`config.mk`:
```
export PLATFORM = sky130hd
export DESIGN_NAME = pipeline_hazard_ctrl
export DESIGN_NICKNAME = d
export VERILOG_FILES = /design/src/rtl/pipeline_ctrl_pkg.sv /design/src/rtl/perf_sat_counter.sv /design/src/rtl/pipeline_hazard_ctrl.sv
export SDC_FILE = /design/constraint.sdc
export NUM_CORES = 1
export LEC_CHECK = 0
export BUFFER_PORTS_ARGS = -buffer_cell sky130_fd_sc_hd__clkbuf_2
export CAP_MARGIN = 20
export CORE_ASPECT_RATIO = 0.6
export CORE_MARGIN = 5
export CORE_UTILIZATION = 35
export DETAILED_ROUTE_END_ITERATION = 10
export SYNTH_ARGS = -nofsm -noshare
export SYNTH_HDL_FRONTEND = slang
export SYNTH_SLANG_ARGS = --single-unit
export TNS_END_PERCENT = 1
```
`constraint.sdc`:
```
create_clock -name clk -period 1.79 [get_ports clk]
set_input_delay 0.0895 -clock clk [delete_from_list [all_inputs] [get_ports clk]]
set_output_delay 0.0895 -clock clk [all_outputs]
set_load 0.01 [all_outputs]
```
`src/rtl/pipeline_ctrl_pkg.sv`:
```
// Shared types and constants for the pipeline stall/flush controller.
//   state_e         controller state (RUN / MEMWAIT)
//   REG_ADDR_W_DEF  default register-specifier width (16 architectural registers)
//   NOP_INSTR       instruction encoding loaded by a flush or bubble
package pipeline_ctrl_pkg;

   typedef enum logic [0:0] {
      StRun     = 1'b0,
      StMemWait = 1'b1
   } state_e;

   localparam int unsigned REG_ADDR_W_DEF = 4;
   localparam logic [31:0] NOP_INSTR      = 32'h0000_0000;

endpackage

```
`src/rtl/perf_sat_counter.sv`:
```
// Saturating event counter for performance monitoring.
//   clk    clock, updates on posedge
//   rst    synchronous active-high reset, clears the count
//   inc    count one event this cycle
//   count  current value, holds at all-ones
module perf_sat_counter #(
   parameter int unsigned PERF_W = 16
) (
   input  logic              clk,
   input  logic              rst,
   input  logic              inc,
   output logic [PERF_W-1:0] count
);

   logic [PERF_W-1:0] count_q;

   always_ff @(posedge clk) begin
      if (rst) begin
         count_q <= '0;
      end else if (inc && (count_q != '1)) begin
         count_q <= count_q + 1'b1;
      end
   end

   assign count = count_q;

endmodule

```
`src/rtl/pipeline_hazard_ctrl.sv`:
```
// Central stall/flush controller for the 5-stage pipeline.
// Control outputs are combinational from state and inputs; state, wait counter,
// timeout flag and performance counters are registered.
//   inputs : clk, rst (sync, active-high), decode operands (id_*), execute
//            producer info (ex_*), branch_taken, mem_req, mem_ready
//   outputs: pc_en and four pipeline-register load enables, if_id_flush,
//            id_ex_bubble, sticky mem_timeout, stall_cycles, flush_count
module pipeline_hazard_ctrl
   import pipeline_ctrl_pkg::*;
#(
   parameter int unsigned REG_ADDR_W   = REG_ADDR_W_DEF,
   parameter int unsigned WAIT_CNT_W   = 4,
   parameter int unsigned MAX_MEM_WAIT = 12,
   parameter int unsigned PERF_W       = 16
) (
   input  logic                  clk,
   input  logic                  rst,
   input  logic                  id_valid,
   input  logic [REG_ADDR_W-1:0] id_rs1,
   input  logic [REG_ADDR_W-1:0] id_rs2,
   input  logic                  id_uses_rs1,
   input  logic                  id_uses_rs2,
   input  logic                  ex_valid,
   input  logic                  ex_isld,
   input  logic [REG_ADDR_W-1:0] ex_rd,
   input  logic                  branch_taken,
   input  logic                  mem_req,
   input  logic                  mem_ready,
   output logic                  pc_en,
   output logic                  if_id_en,
   output logic                  id_ex_en,
   output logic                  ex_mem_en,
   output logic                  mem_wb_en,
   output logic                  if_id_flush,
   output logic                  id_ex_bubble,
   output logic                  mem_timeout,
   output logic [PERF_W-1:0]     stall_cycles,
   output logic [PERF_W-1:0]     flush_count
);

   localparam logic [WAIT_CNT_W-1:0] MaxWait = WAIT_CNT_W'(MAX_MEM_WAIT);

   state_e                state_q, state_d;
   logic [WAIT_CNT_W-1:0] wait_cnt_q, wait_cnt_d;
   logic                  timeout_q, timeout_d;

   logic load_use;
   logic redirect;
   logic resolve;
   logic stall_inc;
   logic flush_inc;

   // Register 0 is not special: a load to r0 still stalls a dependent reader.
   assign load_use = ex_valid & ex_isld & id_valid &
                     ((id_uses_rs1 & (id_rs1 == ex_rd)) |
                      (id_uses_rs2 & (id_rs2 == ex_rd)));
   assign redirect = branch_taken & ex_valid;

   always_comb begin
      pc_en        = 1'b1;
      if_id_en     = 1'b1;
      id_ex_en     = 1'b1;
      ex_mem_en    = 1'b1;
      mem_wb_en    = 1'b1;
      if_id_flush  = 1'b0;
      id_ex_bubble = 1'b0;
      state_d      = state_q;
      wait_cnt_d   = wait_cnt_q;
      timeout_d    = timeout_q;
      resolve      = 1'b0;

      if (rst) begin
         pc_en        = 1'b0;
         if_id_en     = 1'b0;
         id_ex_en     = 1'b0;
         ex_mem_en    = 1'b0;
         mem_wb_en    = 1'b0;
         if_id_flush  = 1'b1;
         id_ex_bubble = 1'b1;
      end else begin
         unique case (state_q)
            StRun: begin
               if (mem_req && !mem_ready) begin
                  state_d    = StMemWait;
                  // The detecting cycle is the first frozen cycle of the wait.
                  wait_cnt_d = WAIT_CNT_W'(1);
               end else begin
                  resolve = 1'b1;
               end
            end
            StMemWait: begin
               if (mem_ready) begin
                  resolve    = 1'b1;
                  state_d    = StRun;
                  wait_cnt_d = '0;
               end else if (wait_cnt_q != MaxWait) begin
                  wait_cnt_d = wait_cnt_q + 1'b1;
               end
            end
            default: state_d = StRun;
         endcase

         if (!resolve) begin
            // Whole pipe frozen; any redirect or load-use is re-evaluated once it advances.
            pc_en     = 1'b0;
            if_id_en  = 1'b0;
            id_ex_en  = 1'b0;
            ex_mem_en = 1'b0;
            mem_wb_en = 1'b0;
         end else if (redirect) begin
            if_id_flush  = 1'b1;
            id_ex_bubble = 1'b1;
         end else if (load_use) begin
            pc_en        = 1'b0;
            if_id_en     = 1'b0;
            id_ex_bubble = 1'b1;
         end

         if (wait_cnt_d == MaxWait) begin
            timeout_d = 1'b1;
         end
      end
   end

   always_ff @(posedge clk) begin
      if (rst) begin
         state_q    <= StRun;
         wait_cnt_q <= '0;
         timeout_q  <= 1'b0;
      end else begin
         state_q    <= state_d;
         wait_cnt_q <= wait_cnt_d;
         timeout_q  <= timeout_d;
      end
   end

   assign mem_timeout = timeout_q;
   assign stall_inc   = ~rst & ~pc_en;
   assign flush_inc   = ~rst & resolve & redirect;

   perf_sat_counter #(
      .PERF_W (PERF_W)
   ) u_stall_cnt (
      .clk   (clk),
      .rst   (rst),
      .inc   (stall_inc),
      .count (stall_cycles)
   );

   perf_sat_counter #(
      .PERF_W (PERF_W)
   ) u_flush_cnt (
      .clk   (clk),
      .rst   (rst),
      .inc   (flush_inc),
      .count (flush_count)
   );

endmodule

```
# Yosys cells after proc, flatten, opt, wreduce, memory -nomap -nowiden

Index checks and enable logic that the tools add are counted.

Word-level logic and storage cells: 57
Bits in registers: 38

$add $sub $neg: 3
Mux-type cells: 26
Reduce and logical (&&, ||, !) cells: 4
Equal/unequal tests: 6
Bitwise operators: 13

Operator list:

| operator                | count |
|---|---|
| $add A16 B1 Y16 const B | 2 |
| $ne A16 B16 Y1 const B  | 2 |
| $mux W1                 | 19 |
| $mux W4                 | 4 |
| $and A1 B1 Y1           | 9 |
| $eq A4 B4 Y1            | 2 |
| $pmux W4 S2             | 1 |
| $add A4 B1 Y4 const B   | 1 |
| $eq A4 B4 Y1 const B    | 1 |
| $ne A4 B4 Y1 const B    | 1 |
| $pmux W1 S2             | 2 |
| $logic_and A1 B1 Y1     | 3 |
| $not A1 Y1              | 3 |
| $logic_not A1 Y1        | 1 |
| $or A1 B1 Y1            | 1 |

# Logic depth before layout (Yosys ltp)

Gate-level depths: netlist of the first run.

Depth after elaboration: 11
Gate-level depth with buffers: 8
Mapped depth without buffers: 8

# Cells and area by module

Synthesis of the first run repeated with hierarchy kept, for this count alone.

Cells, all modules: 266
Area total of the unflattened synthesis: 2,199.6 µm²

By module, submodules not included:

| module               | cells each | area each (µm²) | times used |
|---|---|---|---|
| perf_sat_counter     | 99         | 848.3           | 2 |
| pipeline_hazard_ctrl | 68         | 503.0           | 1 |

# Least setup slack after synthesis of the first run

No wires, ideal clock.

Kind: register to register
Start point: register u_stall_cnt.count_q[0] (netlist: u_stall_cnt.count[0])
End point: register u_stall_cnt.count_q[11] (netlist: u_stall_cnt.count[11])
Path slack: -0.193 ns
Data arrival time: 1.913 ns
Path buffers: 0
Clock period less this slack: 1.983 ns
Cell stages (with the launch flop): 7
Cells stage by stage: dfxtp_1 ha_1 and3_1 a31o_1 or4_1 or3_1 a21oi_1

Word-level cells in the longest chain between the ends: 2
Elaborated cells between the ends (all ways): 3
Those cells by class: 1 x add/sub; 1 x eq/ne; 1 x reduce/logical

Ends and longest elaborated chain:

| item                                                    | RTL line               | text |
|---|---|---|
| start, declared                                         | perf_sat_counter.sv:15 | `logic [PERF_W-1:0] count_q;` |
| start signal, assigned                                  | perf_sat_counter.sv:21 | `count_q <= count_q + 1'b1;` |
| branches (longest 2 deep; another with $add A16 B1 Y16) | --                     |  |

Parallel ways; which one is timed is not known.
A chain may end at the register's enable or synchronous reset.

# Final worst setup path of the first run

Start point: register u_stall_cnt.count_q[2] (netlist: u_stall_cnt.count[2])
End point: register u_stall_cnt.count_q[9] (netlist: u_stall_cnt.count[9])

The elaborated chain is that of the path after synthesis.

==> results.ini, run 1 <==
[clock_network]
clk_latency_ps=300
clkTransAtPathRegs_ps=80
postCtsSetupBuffers=0
ctsRootBufferMaster=clkbuf_8
cts_buffer_depth=2
holdBufCountCts=0
cts_buffers=5
h-tree-depth=2
cts.sinks=38
cts_tree=built

[worst_setup_path]
cp.arrival_ps=2150
critPathMaxFanout=4
start_kind=register
endpoint_kind=register
critical_path_class=reg2reg
path_cells=and4_4 -> and3_4 -> a31o_4 -> or4_4 -> or3_4 -> a21oi_2
path_buf_inv=0
required_ps=2020
crit_family=simple AND/OR/NAND/NOR gates
crit_slowest_cell=or4_4
slowest_delay_ps=480

[sta]
fmax_mhz=519.6
grt_setup_unrepaired=true
hold_viol_final=0
fin_crit_ps=1925
worst_pin_slew_ps=437.4
setup_ws_ps=-134.7
setup_violations=13
slew_violations=0
slew_headroom_pct=70.84
skew_ps=9.610
fin_crit_sh_pct=107.5

[placement]
io_buffers=61
dpl_worst_slack_ps=-108.1
gp_congestion=0.8200
dp_hpwl_um=4649

[route]
wl_per_cell_um=14.36
via_count=2134
wl_um=6105
drt_iter0_markers=114
drcViolationCount=0
postRouteAntennaNets=0
drt_pass1_iterations=4
post_drt_via_cell_ratio=5.021

[die]
dieWidth_um=108.8
initial_core_util_pct=36.45
coreArea_um2=5623
ioPinCount=62
dieArea_um2=7536
fp-row-count=21
fp.dieH_um=69.28

[logic_synthesis]
synthSimpleGateAreaFrac_pct=28.02
synth_nets=268
syn_inst=242
synth_compound_area_share_pct=16.67
ys_types=44
yosys_register_bits=38
yosys.area_share.adder_pct=2.442
synth.area.mux_share_pct=2.015
synthesis.area_um2=2049
async_reset_ff_share_pct=0
yosys_warnings=0
postSynthAreaPerCell_um2=8.469
synth-edff-count=0
synth_xor_area_share_pct=9.829
ys_seq_area_share_pct=37.12
synth_flop_cell=dfxtp_1
synth_top_family_by_area=simple AND/OR/NAND/NOR gates

[final_layout]
final_util_pct=52.67
diodes=0
fillers=553
fin_nets=370
layout-drive-gt1-share_pct=41.74
syn_to_final_growth_pct=44.51

[hold_path]
hold_path.class=in2reg

[global_routing]
grt_pass1_wl_um=10260
grt_pass1_vias=2110
grt-ovfl-total=0
antenna_found_initial=0
grt_usage_pct=16.71
grt_max_degree=39

[power_and_ir_drop]
ir_worst_vdd_mv=0.2667
p_comb_share_pct=12.3
clock_power_share_pct=37.3
power_switching_share_pct=26.00
internal-power_mw=1.256
p_seq_share_pct=50.4
pwr_density_cell_nw_per_um2=573.1
p_leak_nw=1.273
power.switching_mw=0.4413
power_mw=1.697

[status]
status=finished with violations
violations=setup timing

[job]
cap_violations=0

## state kept, by name, indices dropped and copies added, names as in the netlist
name,count
state_q,1
u_flush_cnt.count,16
wait_cnt_q,4
mem_timeout,1
u_stall_cnt.count,16
## worst register-to-register path: stages (launching register included)
cell	delay [ps]
dfxtp_4	350
and4_4	190
and3_4	170
a31o_4	230
or4_4	480
or3_4	340
a21oi_2	110
## final cells by class
type	instances	area (um^2)	share of cell area, %
clock buffers	6	82.58	2.788
multi-input cells	186	1313	44.32
inverters	5	18.77	0.6337
flip-flops and latches	38	769.5	25.98
well taps	80	100.1	3.380
repair buffers	108	665.6	22.48
clock inverters	2	12.51	0.4225
## layer usage
metal	part of all wire (%)	up-vias	track usage (%)	routed length, um
li1	-	1079	-	-
met1	52	984	24.49	3204
met2	41	66	24.57	2492
met3	5.8	5	4.186	353
met4	0.90	0	3.361	55
met5	0	-	0	0
## power groups by stage
stage               clock [mW]  sequential, mW  combinational [mW]
finish                   0.633           0.855               0.209
global placement             0           0.874               0.195
global route             0.693           0.856               0.229
CTS                      0.644           0.855               0.205
floorplan                    0           0.875               0.100
detailed placement           0           0.874               0.198
## Yosys cell counts, types with 2 or more instances
| library cell | n | area share (%) |
|---|---|---|
| o21ai_0 | 12 | 2.9 |
| a211o_1 | 2 | 0.85 |
| nor3_1 | 4 | 0.98 |
| nand2_1 | 14 | 2.6 |
| and3_1 | 8 | 2.4 |
| dfxtp_1 | 38 | 37 |
| nor4_1 | 3 | 0.92 |
| a31o_2 | 2 | 0.85 |
| or3_1 | 8 | 2.4 |
| xor2_1 | 17 | 7.3 |
| ha_1 | 4 | 2.4 |
| inv_1 | 5 | 0.92 |
| or4_1 | 4 | 1.5 |
| a21oi_1 | 15 | 3.7 |
| nand3b_1 | 2 | 0.73 |
| nor2_1 | 24 | 4.4 |
| and4_1 | 3 | 1.3 |
| nand4b_1 | 3 | 1.3 |
| clkbuf_1 | 9 | 1.6 |
| mux2i_1 | 3 | 1.5 |
| o31ai_1 | 2 | 0.73 |
| nor2b_1 | 5 | 1.5 |
| o41ai_1 | 3 | 1.3 |
| nand2b_1 | 2 | 0.61 |
| nand3_1 | 16 | 3.9 |
| buf_4 | 3 | 1.1 |
| and2_1 | 3 | 0.92 |
| nand4_1 | 7 | 2.1 |
| xnor2_1 | 6 | 2.6 |
## path summary, 6_finish.rpt
kind | startpoint | end | slack [ps] | cells after the start
setup / recovery | u_stall_cnt.count[2]$_SDFFE_PP0P_ | u_stall_cnt.count[9]$_SDFFE_PP0P_ | -130 | 6
setup reg to reg | u_stall_cnt.count[2]$_SDFFE_PP0P_ | u_stall_cnt.count[9]$_SDFFE_PP0P_ | -130 | 6
hold reg to reg | u_stall_cnt.count[14]$_SDFFE_PP0P_ | u_stall_cnt.count[14]$_SDFFE_PP0P_ | 480 | 2
hold / removal | rst | state_q$_SDFF_PP0_ | 50 | 2
## per-stage QoR
| stage | area [um^2] | hold slack [ps] | TNS, ps | std cells |
|---|---|---|---|---|
| global placement | 2760 | 376.3 | -291.4 | 417 |
| finish | 2962 | 50.25 | -506.5 | 425 |
| CTS | 2923 | 43.51 | -340.1 | 425 |
| global route | 2962 | 60.91 | -2452 | 425 |
| floorplan | 2063 | 173.4 | -137.0 | 242 |
| detailed placement | 2760 | 371.4 | -695.9 | 417 |
## layout by cell type (no fill, tap or decap), types with 2 or more instances in the layout
| cell type | n |
|---|---|
| a211o_1 | 2 |
| a21oi_1 | 12 |
| a21oi_2 | 3 |
| a31o_2 | 2 |
| a31o_4 | 2 |
| and2_1 | 3 |
| and3_1 | 7 |
| and4_1 | 2 |
| buf_4 | 45 |
| buf_6 | 2 |
| clkbuf_2 | 61 |
| clkbuf_8 | 6 |
| dfxtp_1 | 33 |
| dfxtp_2 | 4 |
| ha_1 | 3 |
| inv_1 | 5 |
| mux2i_1 | 3 |
| nand2_1 | 13 |
| nand2b_1 | 2 |
| nand3_1 | 16 |
| nand3b_1 | 2 |
| nand4_1 | 7 |
| nand4b_1 | 3 |
| nor2_1 | 24 |
| nor2b_1 | 5 |
| nor3_1 | 4 |
| o21ai_0 | 12 |
| o31ai_1 | 2 |
| o41ai_1 | 3 |
| or3_1 | 7 |
| or4_1 | 2 |
| or4_4 | 2 |
| xnor2_1 | 6 |
| xor2_1 | 17 |
## kinds of logic after synthesis
group	count (synthesis)
multiplexers	4
buffers and inverters	18
adder cells (fa/ha/maj)	4
XOR/XNOR	23
AO/OA/AOI/OAI	48
AND/OR/NAND/NOR	107
flip-flops	38
## repair_timing
action	4_1_cts	5_1_grt
setup endpoints to repair	22	29
gates resized for setup	11	10
cloned	0	0
pin swaps	1	3
No activity file was read; power rests on OpenSTA's default activity.
==> inputs of run 2 (changes only) <==
--- a/config.mk
+++ b/config.mk
@@ -7,10 +7,14 @@
 export LEC_CHECK = 0
 export BUFFER_PORTS_ARGS = -buffer_cell sky130_fd_sc_hd__clkbuf_2
 export CAP_MARGIN = 20
+export CELL_PAD_IN_SITES_DETAIL_PLACEMENT = 0
+export CELL_PAD_IN_SITES_GLOBAL_PLACEMENT = 1
 export CORE_ASPECT_RATIO = 0.6
 export CORE_MARGIN = 5
-export CORE_UTILIZATION = 35
+export CORE_UTILIZATION = 33
 export DETAILED_ROUTE_END_ITERATION = 10
+export PLACE_DENSITY_LB_ADDON = 0.1
+export RECOVER_POWER = 100
 export SYNTH_ARGS = -nofsm -noshare
 export SYNTH_HDL_FRONTEND = slang
 export SYNTH_SLANG_ARGS = --single-unit
==> run 2 against run 1 <==
  * The run still ends with setup timing left
  * Largest power group unchanged
  * Die area up 5.3%
  * Hold slack better by 50 ps
  * Global-route usage down 1.6 points
  * Clock-buffer cell count unchanged
  * Clock power up 0.8%
  * Routed wire length down 0.21%
  * Non-clock buffer count down 2
  * Highest routed layer unchanged
==> results.ini, run 2 (same netlist as run 1, synthesis figures left out) <==
[route]
drt_iter0_markers=106
drt_pass1_iterations=4
wl_per_cell_um=14.27
wl_um=6092
drcViolationCount=0
dr_wl_met3_um=412
post_drt_via_cell_ratio=4.958
highest_layer=met4
postRouteAntennaNets=0
route.met2.wl_um=2254
wl_met1_um=3388
via_count=2117

[status]
violations=setup timing
status=finished with violations

[power_and_ir_drop]
power_switching_share_pct=26.22
clock_power_share_pct=37.6
p_comb_share_pct=12.0
p_leak_nw=1.266
ir_worst_vdd_mv=0.2928
power_mw=1.697
p_seq_share_pct=50.4
pwr_density_cell_nw_per_um2=572.1
internal-power_mw=1.252
power.switching_mw=0.4449

[worst_setup_path]
cp.arrival_ps=2130
critPathMaxFanout=3
reg2regPathDepth=6
required_ps=2020
endpoint_kind=register
start_kind=register
critical_path_class=reg2reg

[sta]
fmax_mhz=527.4
worst_pin_slew_ps=327.3
slew_violations=0
grt_setup_unrepaired=true
tns_ps=-182.1
skew_ps=3.647
fin_crit_ps=1896
fin_crit_sh_pct=105.9
slew_headroom_pct=77.98
setup_violations=5
hold_viol_final=0
setup_ws_ps=-106.0

[clock_network]
clk_latency_ps=290
clkTransAtPathRegs_ps=80
h-tree-depth=2
cts_tree=built
cts_buffers=5
cts_buffer_depth=2
ctsRootBufferMaster=clkbuf_8
holdBufCountCts=0
cts.sinks=38
postCtsSetupBuffers=0

[die]
dieWidth_um=111.7
dieArea_um2=7939
ioPinCount=62
coreArea_um2=6083
fp.dieH_um=71.05
initial_core_util_pct=33.69
fp-row-count=22

[final_layout]
final_cell_mix=clkbuf_2 (61), buf_4 (42), dfxtp_1 (32), nor2_1 (24), xor2_1 (17)
postLayoutCellArea_um2=2967
layout_commonest_cell=clkbuf_2
layout-drive-gt1-share_pct=42.86
seq_area_um2=770.7
multi_input_area_um2=1323
fillers=609
diodes=0
syn_to_final_growth_pct=44.75
fin_nets=368

[placement]
dpl_worst_slack_ps=-116.7
dp_hpwl_um=4704
placed_area_um2=2750
gp_congestion=0.8456
io_buffers=61

[job]
cap_violations=0

[global_routing]
grt_usage_pct=15.15
grt-ovfl-total=0
grt_pass1_vias=1887
grt_max_degree=25
antenna_found_initial=0
grt_pass1_wl_um=9749

[hold_path]
hold_path.class=in2reg
min_path_cells=2

## run 2: repair_timing
| action | 4_1_cts | 5_1_grt |
|---|---|---|
| pin swaps | 0 | 7 |
| endpoints found under the setup margin | 16 | 24 |
| gates resized for setup | 7 | 20 |
## run 2: routing by layer
metal | up-vias | track usage, %
li1 | 1079 | -
met5 | - | 0
met3 | 5 | 4.017
met4 | 0 | 2.834
met2 | 63 | 19.12
met1 | 970 | 24.74
## run 2: stage by stage
stage / util [%] / hold WS, ps / instances
floorplan: - / 173.4 / 242
global placement: 45.21 / 406.5 / 419
detailed placement: 45.21 / 396.0 / 419
CTS: 47.22 / 78.31 / 427
global route: 48.77 / 119.5 / 427
finish: 48.77 / 100.1 / 427
## run 2: final timing paths
path | start | to | slack, ps
max | u_stall_cnt.count[2]$_SDFFE_PP0P_ | u_stall_cnt.count[9]$_SDFFE_PP0P_ | -110
max reg2reg | u_stall_cnt.count[2]$_SDFFE_PP0P_ | u_stall_cnt.count[9]$_SDFFE_PP0P_ | -110
min reg2reg | mem_timeout$_SDFFE_PP0N_ | mem_timeout$_SDFFE_PP0N_ | 490
min | rst | state_q$_SDFF_PP0_ | 100
## run 2: power groups by stage
stage	Sequential, mW	Combinational, mW	Clock (mW)
global route	0.856	0.223	0.693
floorplan	0.875	0.100	0
finish	0.855	0.204	0.638
detailed placement	0.874	0.195	0
global placement	0.874	0.195	0
CTS	0.855	0.197	0.656
## run 2: area by class of cell
class,count,area share (%)
multi-input cells,186,44.58
well taps,84,3.543
flip-flops and latches,38,25.98
clock buffers,6,2.784
clock inverters,2,0.4218
repair buffers,106,22.06
inverters,5,0.6326
## run 2: critical path, stage by stage, from the launching register on
cell and delay (ps):
dfxtp_4 350, and4_4 190, and3_4 170, a31o_1 200, or4_4 480, or3_4 340, a21oi_2 110
